[src/rtl/uart_buffered_core.sv]
// Buffered full-duplex UART: TX/RX FIFOs around serial engines with runtime divisor,
// parity and stop-bit selection, plus internal loopback of the TX line into the receiver.

module uart_buffered_core_fifo #(
    parameter int unsigned WIDTH = 8,
    parameter int unsigned DEPTH = 16
) (
    input  logic                           clk_i,
    input  logic                           rst_ni,
    input  logic                           push_i,
    input  logic [WIDTH-1:0]               wdata_i,
    input  logic                           pop_i,
    output logic [WIDTH-1:0]               rdata_o,
    output logic                           full_o,
    output logic                           empty_o,
    output logic [$clog2(DEPTH+1)-1:0]     count_o
);
    localparam int unsigned AW = $clog2(DEPTH);
    localparam int unsigned CW = $clog2(DEPTH+1);

    logic [WIDTH-1:0] mem_q [DEPTH];
    logic [AW-1:0]    wptr_q, rptr_q;
    logic [CW-1:0]    count_q;
    logic             do_push, do_pop;

    assign full_o  = (count_q == CW'(DEPTH));
    assign empty_o = (count_q == '0);
    assign do_push = push_i && !full_o;
    assign do_pop  = pop_i && !empty_o;
    assign rdata_o = mem_q[rptr_q];
    assign count_o = count_q;

    always_ff @(posedge clk_i) begin
        if (do_push) mem_q[wptr_q] <= wdata_i;
    end

    always_ff @(posedge clk_i or negedge rst_ni) begin
        if (!rst_ni) begin
            wptr_q  <= '0;
            rptr_q  <= '0;
            count_q <= '0;
        end else begin
            if (do_push) wptr_q <= wptr_q + 1'b1;
            if (do_pop)  rptr_q <= rptr_q + 1'b1;
            case ({do_push, do_pop})
                2'b10:   count_q <= count_q + 1'b1;
                2'b01:   count_q <= count_q - 1'b1;
                default: count_q <= count_q;
            endcase
        end
    end
endmodule

module uart_buffered_core #(
    parameter int unsigned DATA_BITS   = 8,
    parameter int unsigned TX_DEPTH    = 16,
    parameter int unsigned RX_DEPTH    = 16,
    parameter int unsigned SYNC_STAGES = 2
) (
    input  logic                            CLK,
    input  logic                            RST,
    input  logic [15:0]                     Divisor,
    input  logic [1:0]                      ParityMode,
    input  logic                            StopBits,
    input  logic                            Loopback,
    input  logic [DATA_BITS-1:0]            TxData,
    input  logic                            TxValid,
    output logic                            TxReady,
    output logic [DATA_BITS-1:0]            RxData,
    output logic                            RxValid,
    input  logic                            RxReady,
    output logic [$clog2(TX_DEPTH+1)-1:0]   TxCount,
    output logic [$clog2(RX_DEPTH+1)-1:0]   RxCount,
    output logic                            Tx,
    input  logic                            Rx,
    output logic                            ParityError,
    output logic                            FrameError,
    output logic                            RxOverrun
);
    localparam int unsigned BW = $clog2(DATA_BITS);

    typedef enum logic [2:0] {ST_IDLE, ST_START, ST_DATA, ST_PARITY, ST_STOP} state_e;

    logic [15:0] div_eff;
    assign div_eff = (Divisor < 16'd4) ? 16'd4 : Divisor;

    // ---------------- TX path ----------------
    state_e                tx_state_q, tx_state_d;
    logic [15:0]           tx_cnt_q, tx_cnt_d, tx_div_q, tx_div_d;
    logic [1:0]            tx_pmode_q, tx_pmode_d;
    logic                  tx_stop2_q, tx_stop2_d, tx_par_q, tx_par_d, tx_q, tx_d;
    logic [DATA_BITS-1:0]  tx_shift_q, tx_shift_d, tx_head;
    logic [BW-1:0]         tx_bit_q, tx_bit_d;
    logic                  tx_pop, tx_empty, tx_full, tx_bit_end, tx_last_stop;

    uart_buffered_core_fifo #(.WIDTH(DATA_BITS), .DEPTH(TX_DEPTH)) u_tx_fifo (
        .clk_i(CLK), .rst_ni(RST), .push_i(TxValid), .wdata_i(TxData), .pop_i(tx_pop),
        .rdata_o(tx_head), .full_o(tx_full), .empty_o(tx_empty), .count_o(TxCount)
    );

    assign TxReady      = !tx_full;
    assign tx_bit_end   = (tx_cnt_q == tx_div_q - 16'd1);
    assign tx_last_stop = (tx_state_q == ST_STOP) && tx_bit_end && (!tx_stop2_q || tx_bit_q == BW'(1));

    always_ff @(posedge CLK or negedge RST) begin
        if (!RST) begin
            tx_state_q <= ST_IDLE;
            tx_cnt_q   <= '0;
            tx_div_q   <= 16'd4;
            tx_pmode_q <= '0;
            tx_stop2_q <= 1'b0;
            tx_par_q   <= 1'b0;
            tx_shift_q <= '0;
            tx_bit_q   <= '0;
            tx_q       <= 1'b1;
        end else begin
            tx_state_q <= tx_state_d;
            tx_cnt_q   <= tx_cnt_d;
            tx_div_q   <= tx_div_d;
            tx_pmode_q <= tx_pmode_d;
            tx_stop2_q <= tx_stop2_d;
            tx_par_q   <= tx_par_d;
            tx_shift_q <= tx_shift_d;
            tx_bit_q   <= tx_bit_d;
            tx_q       <= tx_d;
        end
    end

    always_comb begin
        tx_state_d = tx_state_q;
        tx_cnt_d   = tx_cnt_q;
        tx_div_d   = tx_div_q;
        tx_pmode_d = tx_pmode_q;
        tx_stop2_d = tx_stop2_q;
        tx_par_d   = tx_par_q;
        tx_shift_d = tx_shift_q;
        tx_bit_d   = tx_bit_q;
        if (tx_state_q != ST_IDLE) tx_cnt_d = tx_bit_end ? '0 : tx_cnt_q + 16'd1;
        case (tx_state_q)
            ST_IDLE: ;
            ST_START: if (tx_bit_end) begin
                tx_state_d = ST_DATA;
                tx_bit_d   = '0;
            end
            ST_DATA: if (tx_bit_end) begin
                tx_shift_d = tx_shift_q >> 1;
                if (tx_bit_q == BW'(DATA_BITS-1)) begin
                    tx_state_d = (^tx_pmode_q) ? ST_PARITY : ST_STOP;
                    tx_bit_d   = '0;
                end else begin
                    tx_bit_d = tx_bit_q + 1'b1;
                end
            end
            ST_PARITY: if (tx_bit_end) begin
                tx_state_d = ST_STOP;
                tx_bit_d   = '0;
            end
            ST_STOP: if (tx_bit_end) begin
                tx_bit_d = tx_bit_q + 1'b1;
                if (tx_last_stop) tx_state_d = ST_IDLE;
            end
            default: tx_state_d = ST_IDLE;
        endcase
        // Loading overrides the end of STOP so the next START follows with no idle gap
        if (tx_pop) begin
            tx_state_d = ST_START;
            tx_cnt_d   = '0;
            tx_div_d   = div_eff;
            tx_pmode_d = ParityMode;
            tx_stop2_d = StopBits;
            tx_shift_d = tx_head;
            tx_par_d   = (^tx_head) ^ ParityMode[0];
        end
    end

    always_comb begin
        tx_pop = !tx_empty && ((tx_state_q == ST_IDLE) || tx_last_stop);
        case (tx_state_q)
            ST_START:  tx_d = 1'b0;
            ST_DATA:   tx_d = tx_shift_q[0];
            ST_PARITY: tx_d = tx_par_q;
            default:   tx_d = 1'b1;
        endcase
    end

    assign Tx = Loopback ? 1'b1 : tx_q;

    // ---------------- RX path ----------------
    logic [SYNC_STAGES-1:0] sync_q;
    logic                   rx_in, rx_s, rx_prev_q;
    state_e                 rx_state_q, rx_state_d;
    logic [15:0]            rx_cnt_q, rx_cnt_d, rx_div_q, rx_div_d;
    logic [1:0]             rx_pmode_q, rx_pmode_d;
    logic                   rx_par_q, rx_par_d;
    logic [DATA_BITS-1:0]   rx_shift_q, rx_shift_d;
    logic [BW-1:0]          rx_bit_q, rx_bit_d;
    logic                   rx_half_end, rx_bit_end, rx_stop_sample, rx_par_bad;
    logic                   rx_push, rx_full, rx_empty;
    logic                   perr_q, perr_d, ferr_q, ferr_d, ovr_q, ovr_d;

    assign rx_in = Loopback ? tx_q : Rx;
    assign rx_s  = sync_q[SYNC_STAGES-1];

    uart_buffered_core_fifo #(.WIDTH(DATA_BITS), .DEPTH(RX_DEPTH)) u_rx_fifo (
        .clk_i(CLK), .rst_ni(RST), .push_i(rx_push), .wdata_i(rx_shift_q), .pop_i(RxReady),
        .rdata_o(RxData), .full_o(rx_full), .empty_o(rx_empty), .count_o(RxCount)
    );

    assign RxValid        = !rx_empty;
    assign rx_half_end    = (rx_cnt_q == (rx_div_q >> 1) - 16'd1);
    assign rx_bit_end     = (rx_cnt_q == rx_div_q - 16'd1);
    assign rx_stop_sample = (rx_state_q == ST_STOP) && rx_bit_end;
    assign rx_par_bad     = (^rx_pmode_q) && (((^rx_shift_q) ^ rx_par_q) != rx_pmode_q[0]);

    always_ff @(posedge CLK or negedge RST) begin
        if (!RST) begin
            sync_q     <= '1;
            rx_prev_q  <= 1'b1;
            rx_state_q <= ST_IDLE;
            rx_cnt_q   <= '0;
            rx_div_q   <= 16'd4;
            rx_pmode_q <= '0;
            rx_par_q   <= 1'b0;
            rx_shift_q <= '0;
            rx_bit_q   <= '0;
            perr_q     <= 1'b0;
            ferr_q     <= 1'b0;
            ovr_q      <= 1'b0;
        end else begin
            sync_q     <= {sync_q[SYNC_STAGES-2:0], rx_in};
            rx_prev_q  <= rx_s;
            rx_state_q <= rx_state_d;
            rx_cnt_q   <= rx_cnt_d;
            rx_div_q   <= rx_div_d;
            rx_pmode_q <= rx_pmode_d;
            rx_par_q   <= rx_par_d;
            rx_shift_q <= rx_shift_d;
            rx_bit_q   <= rx_bit_d;
            perr_q     <= perr_d;
            ferr_q     <= ferr_d;
            ovr_q      <= ovr_d;
        end
    end

    always_comb begin
        rx_state_d = rx_state_q;
        rx_cnt_d   = rx_cnt_q;
        rx_div_d   = rx_div_q;
        rx_pmode_d = rx_pmode_q;
        rx_par_d   = rx_par_q;
        rx_shift_d = rx_shift_q;
        rx_bit_d   = rx_bit_q;
        if (rx_state_q != ST_IDLE) rx_cnt_d = rx_cnt_q + 16'd1;
        case (rx_state_q)
            ST_IDLE: if (rx_prev_q && !rx_s) begin
                rx_state_d = ST_START;
                rx_cnt_d   = '0;
                rx_div_d   = div_eff;
                rx_pmode_d = ParityMode;
            end
            ST_START: if (rx_half_end) begin
                rx_cnt_d   = '0;
                rx_bit_d   = '0;
                rx_state_d = rx_s ? ST_IDLE : ST_DATA;
            end
            ST_DATA: if (rx_bit_end) begin
                rx_cnt_d   = '0;
                rx_shift_d = {rx_s, rx_shift_q[DATA_BITS-1:1]};
                if (rx_bit_q == BW'(DATA_BITS-1)) rx_state_d = (^rx_pmode_q) ? ST_PARITY : ST_STOP;
                else                              rx_bit_d   = rx_bit_q + 1'b1;
            end
            ST_PARITY: if (rx_bit_end) begin
                rx_cnt_d   = '0;
                rx_par_d   = rx_s;
                rx_state_d = ST_STOP;
            end
            ST_STOP: if (rx_bit_end) begin
                rx_cnt_d   = '0;
                rx_state_d = ST_IDLE;
            end
            default: rx_state_d = ST_IDLE;
        endcase
    end

    always_comb begin
        rx_push = rx_stop_sample && rx_s && !rx_par_bad;
        ferr_d  = rx_stop_sample && !rx_s;
        perr_d  = rx_stop_sample && rx_s && rx_par_bad;
        ovr_d   = rx_push && rx_full;
    end

    assign ParityError = perr_q;
    assign FrameError  = ferr_q;
    assign RxOverrun   = ovr_q;
endmodule

[config.mk]
export PLATFORM = sky130hd
export DESIGN_NAME = uart_buffered_core
export DESIGN_NICKNAME = d
export VERILOG_FILES = /design/src/rtl/uart_buffered_core.sv
export SDC_FILE = /design/constraint.sdc
export NUM_CORES = 1
export LEC_CHECK = 0
export CAP_MARGIN = 25
export CORE_MARGIN = 5
export CORE_UTILIZATION = 30
export DETAILED_ROUTE_END_ITERATION = 8
export GPL_TIMING_DRIVEN = 1
export PLACE_DENSITY = 0.56
export SYNTH_ARGS = -nofsm -noshare
export SYNTH_HDL_FRONTEND = slang
export SYNTH_SLANG_ARGS = --single-unit
[constraint.sdc]
create_clock -name CLK -period 4.11 [get_ports CLK]
set_input_delay 0.822 -clock CLK [delete_from_list [all_inputs] [get_ports CLK]]
set_output_delay 0.822 -clock CLK [all_outputs]
set_load 0.005 [all_outputs]
==> results of run 1 <==
-- metrics by stage --
step                      utilization  total power, mW  instance area (um^2)
after floorplan                     -             8.54                 18200
after global placement          0.330             9.79                 19900
after detailed placement        0.330             9.89                 19900
after CTS                       0.354             13.8                 21300
after global routing            0.356             14.5                 21400
final                           0.356             13.7                 21400
-- per-layer routing --
layer,global-route usage,vias to the layer above,routed length [um],part of all wire
li1,-,5177,-,-
met1,0.163,5535,18300,0.45
met2,0.192,233,18800,0.47
met3,0.0324,66,2400,0.059
met4,0.0334,4,880,0.022
met5,0,-,25,0.00062
-- area by class of cell --
class / count / area, um^2 / area share
flip-flops and latches: 388 / 11000 / 0.513
multi-input cells: 820 / 6830 / 0.319
clock buffers: 56 / 1170 / 0.0548
repair buffers: 117 / 1050 / 0.0491
well taps: 782 / 978 / 0.0457
clock inverters: 23 / 245 / 0.0114
inverters: 36 / 135 / 0.00631
diodes: 5 / 12.5 / 0.000584
-- report_power, final --
part	switching [mW]	internal [mW]	leakage [nW]	total, mW
Sequential	0.725	4.72	3.84	5.44
Clock	1.54	2.27	0.684	3.82
Combinational	2.32	2.10	3.03	4.42
-- cell usage after synthesis (12+ instances only) --
| cell | number |
|---|---|
| sky130_fd_sc_hd__edfxtp_1 | 256 |
| sky130_fd_sc_hd__dfrtp_1 | 126 |
| sky130_fd_sc_hd__nand2_1 | 87 |
| sky130_fd_sc_hd__nor2_1 | 76 |
| sky130_fd_sc_hd__xnor2_1 | 66 |
| sky130_fd_sc_hd__mux4_2 | 56 |
| sky130_fd_sc_hd__o21ai_0 | 46 |
| sky130_fd_sc_hd__clkbuf_1 | 45 |
| sky130_fd_sc_hd__mux2_2 | 44 |
| sky130_fd_sc_hd__mux2i_1 | 44 |
| sky130_fd_sc_hd__xor2_1 | 42 |
| sky130_fd_sc_hd__inv_1 | 36 |
| sky130_fd_sc_hd__a21oi_1 | 28 |
| sky130_fd_sc_hd__ha_1 | 28 |
| sky130_fd_sc_hd__nand3_1 | 28 |
| sky130_fd_sc_hd__nor3_1 | 27 |
| sky130_fd_sc_hd__and3_1 | 20 |
| sky130_fd_sc_hd__nand4_1 | 19 |
| sky130_fd_sc_hd__a31oi_1 | 18 |
| sky130_fd_sc_hd__a221oi_1 | 16 |
| sky130_fd_sc_hd__buf_2 | 16 |
| sky130_fd_sc_hd__nand2b_1 | 12 |
-- state kept, by name, indices dropped and copies added, names as in the netlist, 3 cells and up --
register and count:
u_rx_fifo.mem_q 128, u_tx_fifo.mem_q 128, rx_cnt_q 16, rx_div_q 16
tx_cnt_q 16, tx_div_q 16, rx_shift_q 8, tx_shift_q 8
u_rx_fifo.count_o 5, u_tx_fifo.count_o 5, u_rx_fifo.rptr_q 4, u_rx_fifo.wptr_q 4
u_tx_fifo.rptr_q 4, u_tx_fifo.wptr_q 4, rx_bit_q 3, rx_state_q 3
tx_bit_q 3, tx_state_q 3
-- worst register-to-register path, stage by stage (launching register included) --
cell	delay (ps)
sky130_fd_sc_hd__dfstp_2	410
sky130_fd_sc_hd__inv_1	80
sky130_fd_sc_hd__ha_2	160
sky130_fd_sc_hd__or4b_4	510
sky130_fd_sc_hd__or3_4	380
sky130_fd_sc_hd__mux2_4	320
sky130_fd_sc_hd__a31oi_4	240
sky130_fd_sc_hd__nor3_4	60
sky130_fd_sc_hd__and4_4	210
sky130_fd_sc_hd__nand4_4	90
sky130_fd_sc_hd__ha_1	230
sky130_fd_sc_hd__inv_1	100
sky130_fd_sc_hd__fa_1	410
sky130_fd_sc_hd__inv_1	70
sky130_fd_sc_hd__a21o_1	120
sky130_fd_sc_hd__a21oi_2	60
sky130_fd_sc_hd__xnor2_1	140
sky130_fd_sc_hd__nor2_1	70
sky130_fd_sc_hd__xnor2_1	130
-- cells by family after synthesis --
logic type | synth area share
mux | 0.122
simple gates | 0.109
compound gates | 0.0653
xor+xnor | 0.0533
fa+ha+maj | 0.0204
flops | 0.605
buf+inv | 0.0247
-- what timing repair did --
| item | CTS | global route |
|---|---|---|
| setup endpoints to repair | 0 | 2 |
| setup buffers | 0 | 7 |
| gates resized for setup | 0 | 13 |
-- worst paths after layout --
| kind | cells past startpoint | from | end |
|---|---|---|---|
| max | 18 | rx_div_q[2]$_DFFE_PN1P_ | u_rx_fifo.count_o[4]$_DFFE_PN0P_ |
| min | 1 | RST | u_rx_fifo.count_o[2]$_DFFE_PN0P_ |
| max reg2reg | 18 | rx_div_q[2]$_DFFE_PN1P_ | u_rx_fifo.count_o[4]$_DFFE_PN0P_ |
| min reg2reg | 0 | sync_q[0]$_DFF_PN1_ | sync_q[1]$_DFF_PN1_ |
| max in group asynchronous | 2 | RST | tx_q$_DFF_PN1_ |
| min in group CLK | 0 | sync_q[0]$_DFF_PN1_ | sync_q[1]$_DFF_PN1_ |
==> impl_metrics.tcl, run 1 <==
set metrics [dict create \
    h-tree-depth 2 \
    mappedNetlistArea_um2 18200 \
    critical_path_peak_fanout 8 \
    syn-instance-count 1318 \
    buffer_ports.inserted 56 \
    routed_vias_inst 4.95 \
    arrival_ps 4350 \
    synth_enable_flop_cells 256 \
    timing.critical_path.slowest_stage_cell "sky130_fd_sc_hd__or4b_4" \
    grt.overflow.total 0 \
    postSynthNetCount 1380 \
    grt_setup_unrepaired "false" \
    fin_skew_ps 15.9 \
    core_um2 60100 \
    total_of_endpoints_with_negative_setup_slack_in_the_final_report 0 \
    timing.max_slew.rel_slack 0.404 \
    drtPass1Iterations 5 \
    drt.antenna.violating_nets 0 \
    initialDrtViolationCount 770 \
    tritoncts.num_buffers 43 \
    clock_tree_from_tritoncts "done" \
    worst_path_dominant_cell_family "simple AND/OR/NAND/NOR gates" \
    synth_top_cell_by_area "sky130_fd_sc_hd__edfxtp_1" \
    ys_async_sr_fraction 0.340 \
    cts-hold-fix-buffers 0 \
    drv_slew 0 \
    worst-r2r-setup-slack_ps 200 \
    criticalPathCategory "reg -> reg" \
    netlist_top_cells_area "sky130_fd_sc_hd__edfxtp_1 42%, sky130_fd_sc_hd__dfrtp_1 17%, sky130_fd_sc_hd__mux4_2 6.9%, sky130_fd_sc_hd__xnor2_1 3.2%, sky130_fd_sc_hd__mux2_2 2.7%" \
    synth-warning-count 0 \
    placer_congestion_estimate 0.888 \
    max_clock_freq_mhz 256 \
    setup_slack_ps 199 \
    routed_wirelength_um 40400 \
    drv_cap 0 \
    drc 0 \
    dpl.hpwl_um 28800 \
    dominantRegCellSynth "sky130_fd_sc_hd__edfxtp_1" \
    p_leak_nw 7.56 \
    commonest_non_fill_non_tap_cells_in_the_layout "256 x sky130_fd_sc_hd__edfxtp_1, 122 x sky130_fd_sc_hd__dfrtp_1, 87 x sky130_fd_sc_hd__nand2_1, 76 x sky130_fd_sc_hd__nor2_1, 66 x sky130_fd_sc_hd__xnor2_1" \
    grtUsageTotal 0.120 \
    final_cycle_utilization_of_the_critical_path 0.952 \
    clk_transition_reported_paths_ps 60 \
    endpoint_required_time_on_the_critical_path_ps 4550 \
    clkLatencyLatePin_ps 560 \
    grt_antenna_before_repair 6 \
    post_layout_nonfiller_instances 2227 \
    post_route_cells_drive_above_1_share 0.194 \
    cp_num_buf_inv 3 \
    worst_setup_path_end_kind "register" \
    timing.critical_path.slowest_cell_delay_ps 510 \
    pre_cts_slack_ps 76.7 \
    timing.setup.tns_ps 0 \
    outcome "completed" \
    postSynthAreaPerCell_um2 13.8 \
    tightest_slew_ps 891 \
    wl_per_cell_um 18.2 \
    timing_hold_violations_final 0 \
    fp.dieW_um 256 \
    ys_seq_area_frac 0.605 \
    ys_types 81 \
    vdd_ir_drop_max_mv 0.320 \
    cts.path.max_buffers 3 \
    cellPowerDensity_nw_per_um2 638 \
    initial_core_util 0.302 \
    numClockSinks 388 \
    fill_cells 5808 \
    floorplan.die_area_um2 65600 \
    placed_cells_incl_taps 2135 \
    crit_path_start_kind "register" \
    layout_commonest_cell "sky130_fd_sc_hd__edfxtp_1" \
    critical_path.most_common_cell "sky130_fd_sc_hd__inv_1" \
    vias 11000 \
    min-delay-path-class "in -> async" \
    fin_crit_ps 3910 \
    number_of_global_route_vias_before_repair 11100 \
    grt_pass1_wl_um 63900 \
    io_pins 57 \
    syn_to_final_growth_pct 18.0 \
    placementRows 90 \
    synth_top_area_share 0.423 \
    maximum_number_of_pins_on_one_net_before_global_route_repair 82 \
    worstPathCellList "inv_1 > ha_2 > or4b_4 > or3_4 > mux2_4 > a31oi_4 > nor3_4 > and4_4 > nand4_4 > ha_1 > inv_1 > fa_1 > inv_1 > a21o_1 > a21oi_2 > xnor2_1 > nor2_1 > xnor2_1" \
    cts_root_buf "sky130_fd_sc_hd__clkbuf_16" \
    worst_hold_slack_ps 337 \
    synth_seq_cells 388 \
    die-height_um 256 \
    nNetsFinal 1468 \
]
(Power assumes the default switching activity.)
==> run 2: changes to the inputs <==
--- a/config.mk
+++ b/config.mk
@@ -6,7 +6,6 @@
 export NUM_CORES = 1
 export LEC_CHECK = 0
 export CAP_MARGIN = 25
-export CORE_MARGIN = 5
 export CORE_UTILIZATION = 30
 export DETAILED_ROUTE_END_ITERATION = 8
 export GPL_TIMING_DRIVEN = 1
==> run 2 against run 1 <==
Non-clock buffer count is 6 lower. Via count is 1.7% lower. Sequential share of layout area hardly changed. Utilization is 0.39 points higher. Worst hold slack worse by 78 ps. Clock power is 2% higher. Count of clock-buffer cells in the layout is 4 higher. Critical path depth stayed put. Register-to-register slack worse by 40 ps. Fmax is 1.0% lower. Combinational power hardly changed. Worst setup slack worse by 40 ps. Critical path type unchanged. Critical endpoint unchanged. Highest routed layer is now met4.
==> impl_metrics.tcl, run 2 (synthesis gave the netlist of run 1 again) <==
set metrics [dict create \
    endpoint_required_time_on_the_critical_path_ps 4570 \
    initialDrtViolationCount 663 \
    clock_tree_from_tritoncts "done" \
    routed_wirelength_um 39800 \
    clkLatencyLatePin_ps 590 \
    topRoutingLayerUsed "met4" \
    grt.overflow.total 0 \
    timing.max_slew.rel_slack 0.442 \
    timing_hold_violations_final 0 \
    outcome "completed" \
    route.met2.wl_um 19200 \
    number_of_global_route_vias_before_repair 11100 \
    drv_slew 0 \
    largestRegisters "u_rx_fifo.mem_q x128, u_tx_fifo.mem_q x128" \
    floorplan.die_area_um2 61500 \
    rr_endpoint "u_rx_fifo.count_o[4]$_DFFE_PN0P_" \
    fp.dieW_um 248 \
    placed_cells_incl_taps 2124 \
    core_um2 59500 \
    wl_per_cell_um 18.0 \
    fill_cells 5687 \
    tritoncts.num_buffers 45 \
    final_cycle_utilization_of_the_critical_path 0.962 \
    antenna_diode_count 0 \
    fin_skew_ps 27.2 \
    drv_cap 0 \
    dpl.hpwl_um 27100 \
    met1Wirelength_um 18300 \
    worst-r2r-setup-slack_ps 160 \
    io_pins 57 \
    nNetsFinal 1464 \
    vias 10800 \
    fin_crit_ps 3950 \
    post_route_cells_drive_above_1_share 0.190 \
    arrival_ps 4420 \
    vdd_ir_drop_max_mv 0.497 \
    maximum_number_of_pins_on_one_net_before_global_route_repair 78 \
    placer_congestion_estimate 0.833 \
    drtPass1Iterations 5 \
    grt_setup_unrepaired "true" \
    max_clock_freq_mhz 253 \
    buffer_ports.inserted 56 \
    grtUsageTotal 0.132 \
    drc 0 \
    worst_setup_path_end_kind "register" \
    tightest_slew_ps 835 \
    number_of_cells_on_the_worst_reg_to_reg_path 18 \
    total_of_endpoints_with_negative_setup_slack_in_the_final_report 0 \
    grt_antenna_before_repair 0 \
    criticalPathCategory "reg -> reg" \
    cellPowerDensity_nw_per_um2 641 \
    critical_path_peak_fanout 8 \
    numClockSinks 388 \
    cts.path.max_buffers 3 \
    h-tree-depth 2 \
    post_layout_nonfiller_instances 2211 \
    crit_path_start_kind "register" \
    worstReg2RegStart "rx_div_q[2]$_DFFE_PN1P_" \
    die-height_um 248 \
    drt.antenna.violating_nets 0 \
    timing.setup.tns_ps 0 \
    grt_pass1_wl_um 63100 \
    clk_transition_reported_paths_ps 60 \
    syn_to_final_growth_pct 17.9 \
    p_leak_nw 7.56 \
    cts_root_buf "sky130_fd_sc_hd__clkbuf_16" \
    layout_commonest_cell "sky130_fd_sc_hd__edfxtp_1" \
    initial_core_util 0.306 \
    met3_wirelength_um 1410 \
    routed_vias_inst 4.90 \
    cts-hold-fix-buffers 0 \
    min-delay-path-class "in -> async" \
    placementRows 89 \
    commonest_non_fill_non_tap_cells_in_the_layout "256 x sky130_fd_sc_hd__edfxtp_1, 123 x sky130_fd_sc_hd__dfrtp_1, 87 x sky130_fd_sc_hd__nand2_1, 76 x sky130_fd_sc_hd__nor2_1, 66 x sky130_fd_sc_hd__xnor2_1" \
]
run 2: worst max-delay path by stage:
stage,start,to,depth (start not counted)
2_1_floorplan,rx_div_q[1]$_DFFE_PN0P_,u_rx_fifo.count_o[4]$_DFFE_PN0P_,18
3_3_place_gp,rx_div_q[2]$_DFFE_PN1P_,u_rx_fifo.count_o[4]$_DFFE_PN0P_,18
3_5_place_dp,rx_div_q[1]$_DFFE_PN0P_,u_rx_fifo.count_o[4]$_DFFE_PN0P_,18
4_1_cts,rx_div_q[1]$_DFFE_PN0P_,u_rx_fifo.count_o[4]$_DFFE_PN0P_,18
5_1_grt,rx_div_q[2]$_DFFE_PN1P_,u_rx_fifo.count_o[4]$_DFFE_PN0P_,18
6_report,rx_div_q[2]$_DFFE_PN1P_,u_rx_fifo.count_o[4]$_DFFE_PN0P_,18
run 2: power by group:
group / internal (mW) / switching [mW]
Combinational: 2.10 / 2.32
Sequential: 4.72 / 0.673
Clock: 2.29 / 1.63
run 2: area by class of cell:
type | instances | area [um^2] | area share
clock buffer | 60 | 1210 | 0.0566
clock inverter | 23 | 250 | 0.0117
timing repair buffer | 111 | 1030 | 0.0482
tap | 773 | 967 | 0.0451
multi-input combinational | 820 | 6820 | 0.318
sequential | 388 | 11000 | 0.514
inverter | 36 | 135 | 0.00631
run 2: what timing repair did:
action	in CTS	in global routing
setup buffers	0	4
resized for setup	0	11
endpoints found under the setup margin	0	3
run 2: layer usage:
metal / vias up / track usage
li1: 5155 / -
met4: 0 / 0.0361
met3: 60 / 0.0253
met1: 5447 / 0.176
met2: 166 / 0.218
met5: - / 0
run 2: metrics by stage:
step / power, mW / utilization / cell area, um^2 / hold slack (ps) / worst slack, ps
global placement: 9.82 / 0.334 / 19800 / 348 / 167
global route: 14.5 / 0.360 / 21400 / 302 / -16.5
CTS: 13.9 / 0.359 / 21300 / 303 / 21.7
detailed placement: 9.90 / 0.334 / 19900 / 347 / 46.1
floorplan: 8.54 / - / 18200 / 345 / 58.8
finish: 13.7 / 0.360 / 21400 / 259 / 158
run 2: worst max-delay path, cell delays in order, from the launching register on:
cell,delay (ps)
sky130_fd_sc_hd__dfstp_2,410
sky130_fd_sc_hd__inv_1,70
sky130_fd_sc_hd__ha_2,170
sky130_fd_sc_hd__or4b_4,510
sky130_fd_sc_hd__or3_4,390
sky130_fd_sc_hd__nor3_4,200
sky130_fd_sc_hd__o21ai_1,110
sky130_fd_sc_hd__nor4_4,270
sky130_fd_sc_hd__and4_4,310
sky130_fd_sc_hd__nand4_4,110
sky130_fd_sc_hd__ha_2,220
sky130_fd_sc_hd__inv_1,110
sky130_fd_sc_hd__fa_2,230
sky130_fd_sc_hd__inv_1,50
sky130_fd_sc_hd__a21o_1,160
sky130_fd_sc_hd__a21oi_2,160
sky130_fd_sc_hd__xnor2_1,130
sky130_fd_sc_hd__nor2_1,70
sky130_fd_sc_hd__xnor2_1,120
